--- config.mk ---
export PLATFORM = sky130hd
export DESIGN_NAME = grid_row_streamer
export DESIGN_NICKNAME = d
export VERILOG_FILES = /design/src/rtl/grid_row_streamer.sv
export SDC_FILE = /design/constraint.sdc
export NUM_CORES = 1
export LEC_CHECK = 0
export ABC_AREA = 1
export BUFFER_PORTS_ARGS = -buffer_cell sky130_fd_sc_hd__buf_2
export CORE_UTILIZATION = 30
export DETAILED_ROUTE_END_ITERATION = 7
export GPL_ROUTABILITY_DRIVEN = 0
export PLACE_DENSITY = 0.51
export SLEW_MARGIN = 20
export SYNTH_ARGS = -nofsm -noshare
export SYNTH_HDL_FRONTEND = slang
export SYNTH_SLANG_ARGS = --single-unit
--- constraint.sdc ---
create_clock -name clk -period 9.55 [get_ports clk]
set_clock_uncertainty 0.2 [all_clocks]
set_input_delay 1.91 -clock clk [delete_from_list [all_inputs] [get_ports clk]]
set_output_delay 1.91 -clock clk [all_outputs]
set_load 0.01 [all_outputs]
--- src/rtl/grid_row_streamer.sv ---
// grid_row_streamer: snapshots a WIDTH x HEIGHT life grid and streams it out
// one row per valid/ready transfer. Optional GRID_POPCOUNT_EN adds pop_count.
module grid_row_streamer #(
    parameter int WIDTH  = 16,
    parameter int HEIGHT = 16
) (
    input  logic                      clk,
    input  logic                      reset,
    input  logic [WIDTH*HEIGHT-1:0]   grid_in,
    input  logic                      frame_req,
    output logic                      busy,
    output logic [WIDTH-1:0]          row_data,
    output logic [$clog2(HEIGHT)-1:0] row_idx,
    output logic                      row_last,
    output logic                      row_valid,
    input  logic                      row_ready,
    output logic                      frame_done
`ifdef GRID_POPCOUNT_EN
    ,
    output logic [$clog2(WIDTH*HEIGHT+1)-1:0] pop_count
`endif
);

    localparam int IW = $clog2(HEIGHT);
    localparam logic [IW-1:0] LAST = IW'(HEIGHT - 1);

    typedef enum logic [1:0] {
        IDLE = 2'd0,
        SEND = 2'd1,
        DONE = 2'd2
    } state_t;

    state_t                        state_q;
    logic [HEIGHT-1:0][WIDTH-1:0]  snap_q;
    logic [IW-1:0]                 row_idx_q;
    logic [IW-1:0]                 row_idx_d;
    logic [WIDTH-1:0]              row_data_q;
    logic                          row_valid_q;
    logic                          row_last_q;
    logic                          busy_q;
    logic                          frame_done_q;

`ifdef GRID_POPCOUNT_EN
    localparam int PW = $clog2(WIDTH*HEIGHT+1);

    logic [PW-1:0] pop_q;
    logic [PW-1:0] pop_d;

    function automatic logic [PW-1:0] popc(input logic [WIDTH-1:0] v);
        logic [PW-1:0] c;
        c = '0;
        for (int i = 0; i < WIDTH; i++) begin
            c = c + PW'(v[i]);
        end
        return c;
    endfunction

    // Running cell count including the row currently on offer
    always_comb begin
        pop_d = pop_q + popc(row_data_q);
    end

    assign pop_count = pop_q;
`endif

    // Next row index when the current row is accepted
    always_comb begin
        row_idx_d = row_idx_q + 1'b1;
    end

    // Frame FSM; every output is a register updated here
    always_ff @(posedge clk or posedge reset) begin
        if (reset) begin
            state_q      <= IDLE;
            snap_q       <= '0;
            row_idx_q    <= '0;
            row_data_q   <= '0;
            row_valid_q  <= 1'b0;
            row_last_q   <= 1'b0;
            busy_q       <= 1'b0;
            frame_done_q <= 1'b0;
`ifdef GRID_POPCOUNT_EN
            pop_q        <= '0;
`endif
        end else begin
            unique case (state_q)
                IDLE: begin
                    if (frame_req) begin
                        state_q     <= SEND;
                        snap_q      <= grid_in;
                        row_idx_q   <= '0;
                        row_data_q  <= grid_in[WIDTH-1:0];
                        row_valid_q <= 1'b1;
                        row_last_q  <= (LAST == '0);
                        busy_q      <= 1'b1;
`ifdef GRID_POPCOUNT_EN
                        pop_q       <= '0;
`endif
                    end
                end
                SEND: begin
                    if (row_ready) begin
`ifdef GRID_POPCOUNT_EN
                        pop_q <= pop_d;
`endif
                        if (row_idx_q == LAST) begin
                            state_q      <= DONE;
                            row_valid_q  <= 1'b0;
                            row_last_q   <= 1'b0;
                            frame_done_q <= 1'b1;
                        end else begin
                            row_idx_q  <= row_idx_d;
                            row_data_q <= snap_q[row_idx_d];
                            row_last_q <= (row_idx_d == LAST);
                        end
                    end
                end
                DONE: begin
                    state_q      <= IDLE;
                    frame_done_q <= 1'b0;
                    busy_q       <= 1'b0;
                end
                default: begin
                    state_q <= IDLE;
                end
            endcase
        end
    end

    assign busy       = busy_q;
    assign row_data   = row_data_q;
    assign row_idx    = row_idx_q;
    assign row_last   = row_last_q;
    assign row_valid  = row_valid_q;
    assign frame_done = frame_done_q;

endmodule

Word-level counts from Yosys, hierarchy flattened
Cells that the tools add are included.

word-level totals
  register bits after elaboration = 282
  latch bits = 0
  memory bits (writable) = 0
  memory bits (read-only) = 0
  bits of input ports = 260
  output and inout bits = 24
  word-level logic and storage cells = 70
  memories kept = 0

operators by class
  add/sub/neg operators = 1
  multipliers = 0
  div/mod/pow operators = 0
  $lt $le $gt $ge = 1
  equality and inequality tests = 8
  shift operators = 0
  muxes and demuxes = 26
  bitwise gates (word level) = 0
  reduce and logical (&&, ||, !) cells = 11

operator list
  operator               number
  $bmux W16 S4           1
  $mux W16               4
  $pmux W16 S2           1
  $mux W4                3
  $reduce_and A3 Y1      3
  $eq A4 B4 Y1 const B   2
  $mux W1                8
  $ne A2 B2 Y1 const B   4
  $pmux W1 S2            4
  $pmux W4 S2            1
  $reduce_and A4 Y1      2
  $mux W2                3
  $reduce_bool A2 Y1     3
  $lt A4 B5 Y1 const B   1
  $add A4 B1 Y4 const B  1
  $pmux W2 S2            1
  $reduce_and A2 Y1      2
  $eq A2 B1 Y1 const B   1
  $eq A2 B2 Y1 const B   1
  $logic_not A2 Y1       1

Logic depth before layout (Yosys ltp)
Gate-level depths: netlist of the first run.

  depth in word-level cells = 6
  mapped depth = 14
  mapped depth without buffers = 9

Least setup slack after synthesis of the first run
No wires, ideal clock.

  path kind = input to register
  start = in frame_req
  end = reg snap_q[100] (netlist name)
  data arrival time = 2.639 ns
  data required time = 9.217 ns
  slack = 6.578 ns
  cell stages on the path = 4
  path buffers = 2
  cell sequence = nand2_1 clkbuf_1 clkbuf_1 a21oi_1

on the way
  word-level cells in the longest chain between the ends = 1

RTL lines
  element                      RTL line  text
  start: declaration           10        input logic frame_req,
  $reduce_and A2 Y1 (no line)  n/a
  end signal: assignment       90        snap_q <= grid_in;
  end: declaration             34        logic [HEIGHT-1:0][WIDTH-1:0] snap_q;

Every way passes these cells.
A chain may end at the register's enable or synchronous reset.

Worst setup path in the final report of the first run
  start = reg row_idx_q[0], in the netlist row_idx[0]
  end = out row_idx[0]

RTL lines
  element                   RTL line  text
  start: declaration        35        logic [IW-1:0] row_idx_q;
  start signal: assignment  112       row_idx_q <= row_idx_d;
  end: declaration          13        output logic [$clog2(HEIGHT)-1:0] row_idx,

No word-level cell between the ends.

==> flow_summary_export.csv, run 1 <==
group,metric,value,unit
worst_hold_path,hp-class,"reg2reg",
synth,synth_fa_ha_area_share,0.186,%
floorplanning,fp-row-count,77,
sta,hold_viol,0,
detailed_routing,drc,0,
setup_path,r2r_start,"row_idx[0]",
synth,synth.ff_latch_count,282,
detailed_routing,viasPerCell,4.63,
global_routing,grt_first_pass_wirelength,69.8,mm
clock_tree,numCtsBuffers,35,
clock_tree,cts_tree,"yes",
sta,period_minus_slack,3.98,ns
sta,min_period_over_period,41.7,%
global_routing,grtUsageMet1,27.0,%
detailed_routing,routedWlPerCell,17.7,µm
detailed_routing,vias,12068,
sta,rsz0062_at_grt,"no",
sta,fin_hold_ws,0.284,ns
synth,yosysWarnings,0,
setup_path,critical_path.max_stage_delay,0.64,ns
setup_path,cp_top_family,"buffers and inverters",
synth,yosys.area_share.simple,24.9,%
floorplanning,fp.dieArea,0.0457,mm²
synth,syn-num-nets,2031,
clock_tree,cts_buffer_depth,3,
power,ir_drop,0.167,mV
global_routing,grt_use_met2,32.8,%
placed_design,dpl.hpwl,32.5,mm
power,leakagePower,8.77,nW
setup_path,crit_end,"row_idx[0]",
floorplanning,start_util,30.4,%
placed_design,port-buffer-count,283,
layout,syn_to_final_growth,22.8,%
clock_tree,clock_latency,0.53,ns
global_routing,use_met3,6.06,%
global_routing,antenna_found_initial,14,
sta,report.final.slew_viol_count,0,
synth,synthXorXnorAreaFrac,0.372,%
floorplanning,core_area,0.0442,mm²
synth,synthCells,1769,
setup_path,path_class,"reg2out",
global_routing,grt_overflow,0,
global_routing,grt_max_degree,252,
setup_path,worst-path-stages,2,
setup_path,cp_cell_sequence,"buf_4, buf_2",
floorplanning,die_x,214,µm
clock_tree,postCtsSetupRepairBufs,0,
clock_tree,ctsHoldBuffers,0,
sta,slew_headroom,26.5,%
run,max-cap-violations,0,
detailed_routing,drtIter0Drc,775,
setup_path,rrSetupSlack,5.99,ns
global_routing,grt_pass1_vias,11943,
layout,fin_nets,2254,
synth,async_reset_ff_share,100,%
sta,setup_ws,5.57,ns
synth,yosys.cell_types.count,21,
setup_path,worstPathArrival,1.87,ns
layout,fin_util,37.4,%
power,p_per_area,334,mW/mm²
layout,nFillCells,4743,
setup_path,crit_slowest_cell,"buf_4",
clock_tree,htreeDepth,2,
clock_tree,cts_root_buffer,"clkbuf_16",
clock_tree,cts_resized,0,
floorplanning,die_y,214,µm
global_routing,grtUsageTotal,20.5,%
setup_path,crit_required,7.44,ns
outcome,status,"completed",
global_routing,busiest_layer,"met2",
clock_tree,clk_pin_slew_worst_paths,0.06,ns
setup_path,end_kind,"primary output",
power,finalPower,5.52,mW
setup_path,path_buf_inv,2,
layout,drive_above_1_share,18.4,%
synth,synth_mux_area_share,0.585,%
synth,yosysSeqAreaShare,52.4,%
synth,synth_top_family_by_area,"simple AND/OR/NAND/NOR gates",
detailed_routing,antenna_left,0,
synth,synth_flop_cell,"dfrtp_1",
setup_path,r2r_cells,11,
synth,postSynthAreaPerCell,7.61,µm²
setup_path,critPathMaxFanout,74,
setup_path,crit_start,"row_idx[0]",
placed_design,post-place-ws,4.98,ns
clock_tree,clock_sinks,282,
setup_path,startpoint_type,"register",
detailed_routing,wirelength,46.2,mm
sta,max_clock_freq,251,MHz
sta,final-setup-viol-count,0,
synth,synthesis.area,0.0135,mm²
synth,synth-compound-area-share,10.6,%
setup_path,r2r_end,"row_data[7]",
detailed_routing,drtPass1Iterations,5,
floorplanning,num_io_pins,284,
synth,synth_edf_count,0,
sta,worstMarginPinSlew,1.10,ns
sta,final.setup.tns,0,ns
registers in the layout, indices dropped and copies added, names as in the netlist:
name        count
snap_q        256
row_data       16
row_idx         4
state_q         2
busy            1
frame_done      1
row_last        1
row_valid       1
worst reg2reg max path, stage by stage (launching register included):
cell and delay [ns]:
dfrtp_4 0.48, inv_4 0.48, ha_2 0.41, buf_4 0.25, inv_2 0.09, buf_4 0.59, nand3_1 0.35, nand3_1 0.22
nand3_1 0.09, nand3_1 0.20, nand2_1 0.07, nand2_1 0.06
how the worst min path moves through the flow:
| stage | slack (ns) | depth (start not counted) | to | startpoint |
|---|---|---|---|---|
| after floorplan | 0.25 | 2 | snap_q[2] | snap_q[2] |
| after global placement | 0.27 | 2 | row_data[15] | row_data[15] |
| after detailed placement | 0.27 | 2 | row_data[3] | row_data[3] |
| after CTS | 0.29 | 2 | snap_q[13] | snap_q[13] |
| after global routing | 0.31 | 2 | row_data[5] | row_data[5] |
| final | 0.28 | 2 | row_data[3] | row_data[3] |
layout make-up:
type / instances / area, µm² / area share, %
Inverter: 261 / 986 / 5.96
Clock buffer: 55 / 1090 / 6.61
Tap cell: 592 / 741 / 4.48
Clock inverter: 3 / 67.6 / 0.409
Multi-Input combinational cell: 1113 / 4970 / 30.1
Timing Repair Buffer: 299 / 1610 / 9.71
Antenna cell: 4 / 10.0 / 0.0605
Sequential cell: 282 / 7060 / 42.7
cell usage after synthesis (2+ instances only):
cell type,number,area share [%]
mux2_2,7,0.59
o21ai_0,28,1.0
o21ai_1,8,0.30
ha_1,2,0.19
xor2_2,2,0.24
buf_1,18,0.50
clkbuf_1,40,1.1
inv_2,2,0.056
dfrtp_1,282,52
nor2_1,252,7.0
buf_2,55,2.0
nand3_1,225,8.4
nand2_1,333,9.3
inv_1,259,7.2
a21oi_1,250,9.3
layer usage:
layer / up-vias / wire length [µm]
met1: 5694 / 20400
met3: 68 / 3390
met4: 20 / 1100
li1: 5950 / -
met2: 336 / 21200
met5: - / 120
power breakdown:
part           switching, mW  internal [mW]
sequential             0.136           1.61
combinational           1.69          0.735
clock                  0.512          0.834
kinds of logic (layout without fill, tap and decap cells):
kind of cell | Yosys count | count (layout)
other cells | 0 | 4
simple gates | 814 | 814
xor+xnor | 4 | 4
flops | 282 | 282
buf+inv | 374 | 618
fa+ha+maj | 2 | 2
mux | 7 | 7
compound gates | 286 | 286
stage by stage:
| step | instance area [µm²] | instances |
|---|---|---|
| 2_1_floorplan | 13500 | 1769 |
| 3_3_place_gp | 15300 | 2545 |
| 3_5_place_dp | 15400 | 2547 |
| 4_1_cts | 16500 | 2605 |
| 5_1_grt | 16500 | 2606 |
| 6_report | 16500 | 2609 |
layout by cell type, fill, tap and decap left out:
cell        synthesis  layout
clkbuf_8            0      10
xor2_2              2       2
nor2_2              1       1
nand2_4             0       1
nand2_1           333     332
mux2_2              7       7
buf_12              0       2
buf_4               0      11
o21ai_0            28      28
buf_2              55     283
o21ai_1             8       8
nor3_1              1       1
nand3_1           225     225
nand2_2             1       1
xor2_4              0       1
xnor2_2             0       1
ha_2                0       1
diode_2             0       4
nand3_2             1       1
inv_1             259     257
clkinvlp_4          0       2
a21oi_1           250     250
inv_2               2       2
clkbuf_16           0      37
buf_16              0       2
ha_1                2       1
clkbuf_1           40       8
inv_4               0       1
dfrtp_1           282     281
buf_6               0       1
bufinv_16           0       2
nor2_1            252     252
dfrtp_4             0       1
Note: power is estimated with default switching activity, not from simulation.
==> run 2: changes to the inputs <==
--- a/config.mk
+++ b/config.mk
@@ -10,7 +10,7 @@
 export CORE_UTILIZATION = 30
 export DETAILED_ROUTE_END_ITERATION = 7
 export GPL_ROUTABILITY_DRIVEN = 0
-export PLACE_DENSITY = 0.51
+export PLACE_DENSITY = 0.49
 export SLEW_MARGIN = 20
 export SYNTH_ARGS = -nofsm -noshare
 export SYNTH_HDL_FRONTEND = slang
==> constraint.sdc (replaced) <==
create_clock -name clk -period 4.2 [get_ports clk]
set_clock_uncertainty 0.2 [all_clocks]
set_input_delay 0.84 -clock clk [delete_from_list [all_inputs] [get_ports clk]]
set_output_delay 0.84 -clock clk [all_outputs]
set_load 0.01 [all_outputs]
==> run 2 against run 1 <==
  * Clock power up 130%
  * Critical path depth up 7
  * Clock-buffer cell count up 1
  * First-iteration DRC count up 38%
  * Cell area up 0.37%
  * Global-route usage up 1.7 points
  * Critical path type is now reg2reg
  * Largest cell class unchanged
  * Largest power group unchanged
==> flow_summary_export.csv, run 2 (synthesized netlist as in run 1, its figures left out) <==
group,metric,value,unit
clock_tree,htreeDepth,2,
detailed_routing,antenna_left,0,
power,leakagePower,8.82,nW
setup_path,crit_required,4.43,ns
detailed_routing,vias,12460,
clock_tree,clock_latency,0.54,ns
placed_design,port-buffer-count,283,
layout,fin_util,37.5,%
layout,largest_reg_flops,256,
sta,report.final.slew_viol_count,0,
outcome,status,"completed",
sta,rsz0062_at_grt,"no",
detailed_routing,drtPass1Iterations,5,
detailed_routing,viasPerCell,4.75,
sta,final-setup-viol-count,0,
layout,final_cell_mix,"nand2_1, buf_2, dfrtp_1, inv_1, nor2_1",
floorplanning,die_x,214,µm
clock_tree,cts_buffer_depth,3,
power,p_per_area,753,mW/mm²
setup_path,crit_slowest_cell,"buf_4",
layout,fin_nets,2263,
clock_tree,postCtsSetupRepairBufs,0,
setup_path,crit_start,"row_idx[0]",
global_routing,grt_overflow,0,
clock_tree,ctsHoldBuffers,0,
sta,hold_viol,0,
sta,period_minus_slack,3.11,ns
setup_path,critical_path.max_stage_delay,0.76,ns
floorplanning,die_y,214,µm
layout,regMostFlops,"snap_q",
layout,final_common_cell,"nand2_1",
worst_hold_path,hp-class,"in2async",
clock_tree,cts_tree,"yes",
clock_tree,numCtsBuffers,35,
floorplanning,core_area,0.0442,mm²
setup_path,r2r_cells,9,
clock_tree,cts_resized,0,
layout,nFillCells,4717,
layout,syn_to_final_growth,23.3,%
sta,slew_headroom,39.0,%
floorplanning,fp-row-count,77,
clock_tree,clock_sinks,282,
global_routing,grt_first_pass_wirelength,75.0,mm
floorplanning,fp.dieArea,0.0457,mm²
floorplanning,num_io_pins,284,
sta,min_period_over_period,74.1,%
sta,max_clock_freq,321,MHz
setup_path,startpoint_type,"register",
setup_path,worstPathArrival,3.34,ns
setup_path,path_class,"reg2reg",
setup_path,r2r_start,"row_idx[0]",
clock_tree,clk_pin_slew_worst_paths,0.06,ns
setup_path,cp_cell_sequence,"buf_4, buf_4, nand2_1, nand3_1, nand3_1, nand3_1, nand3_1, nand2_1, nand2_1",
setup_path,crit_path_frequent_cell,"nand3_1",
sta,worstMarginPinSlew,0.914,ns
setup_path,end_kind,"register",
detailed_routing,routedWlPerCell,19.3,µm
setup_path,critPathMaxFanout,79,
placed_design,dpl.hpwl,37.7,mm
layout,drive_above_1_share,18.9,%
global_routing,grt_max_degree,170,
detailed_routing,wirelength,50.5,mm
clock_tree,cts_root_buffer,"clkbuf_16",
floorplanning,start_util,30.4,%
global_routing,grtUsageTotal,22.3,%
run,max-cap-violations,0,
detailed_routing,drc,0,
detailed_routing,drtIter0Drc,1071,
sta,fin_hold_ws,0.222,ns
global_routing,grt_pass1_vias,12225,
global_routing,antenna_found_initial,4,
power,ir_drop,0.513,mV
==> run 2: cell types whose count changed in the layout (fill, tap and decap cells not counted), sizes merged <==
cell,previous run,this run
clkinvlp,2,1
clkbuf,55,56
buf,299,308
clkinv,0,5
diode,4,3
bufinv,2,1
==> run 2: where the power goes <==
part	total [mW]	switching [mW]	internal [mW]
Clock	3.06	1.20	1.86
Sequential	4.03	0.371	3.66
Combinational	5.41	3.78	1.63
==> run 2: worst max-delay path: cells and delay by family, from the launching register on <==
| kind | cells | cell delay [ns] |
|---|---|---|
| flops | 1 | 0.42 |
| simple gates | 7 | 0.91 |
| buf+inv | 2 | 1.34 |
==> run 2: routing by layer <==
metal  wire length [µm]  part of all wire, %  up-vias  track usage [%]
met1              22200                   44     5990             30.5
met2              23200                   46      410             35.2
met4               1760                  3.5        2             8.13
met3               3280                  6.5       84             4.04
met5                 10                0.020        -                0
li1                   -                    -     5974                -
==> run 2: cell type report <==
class | count | area (µm²) | area share (%)
sequential | 282 | 7060 | 42.5
multi-input combinational | 1113 | 4960 | 29.9
timing repair buffer | 308 | 1680 | 10.1
clock buffer | 56 | 1110 | 6.67
inverter | 261 | 986 | 5.94
tap | 592 | 741 | 4.46
clock inverter | 6 | 55.1 | 0.332
antenna | 3 | 7.51 | 0.0452
==> run 2: path summary, 6_finish.rpt <==
path	endpoint	slack [ns]
setup / recovery	row_data[6]	1.09
hold / removal	snap_q[114]	0.22
setup reg to reg	row_data[6]	1.09
hold reg to reg	snap_q[6]	0.28
max in group asynchronous	snap_q[181]	2.65
min in group clk	snap_q[6]	0.28
==> run 2: metrics by stage <==
stage          setup WS [ns]  area (µm²)  instances  TNS (ns)  power (mW)
2_1_floorplan         -0.575       13500       1769   -162.23        7.49
3_3_place_gp            1.14       15400       2556         0        9.46
3_5_place_dp            1.14       15400       2556         0        9.49
4_1_cts                 1.10       16600       2618         0        12.6
5_1_grt                0.906       16600       2620         0        13.4
6_report                1.09       16600       2621         0        12.5
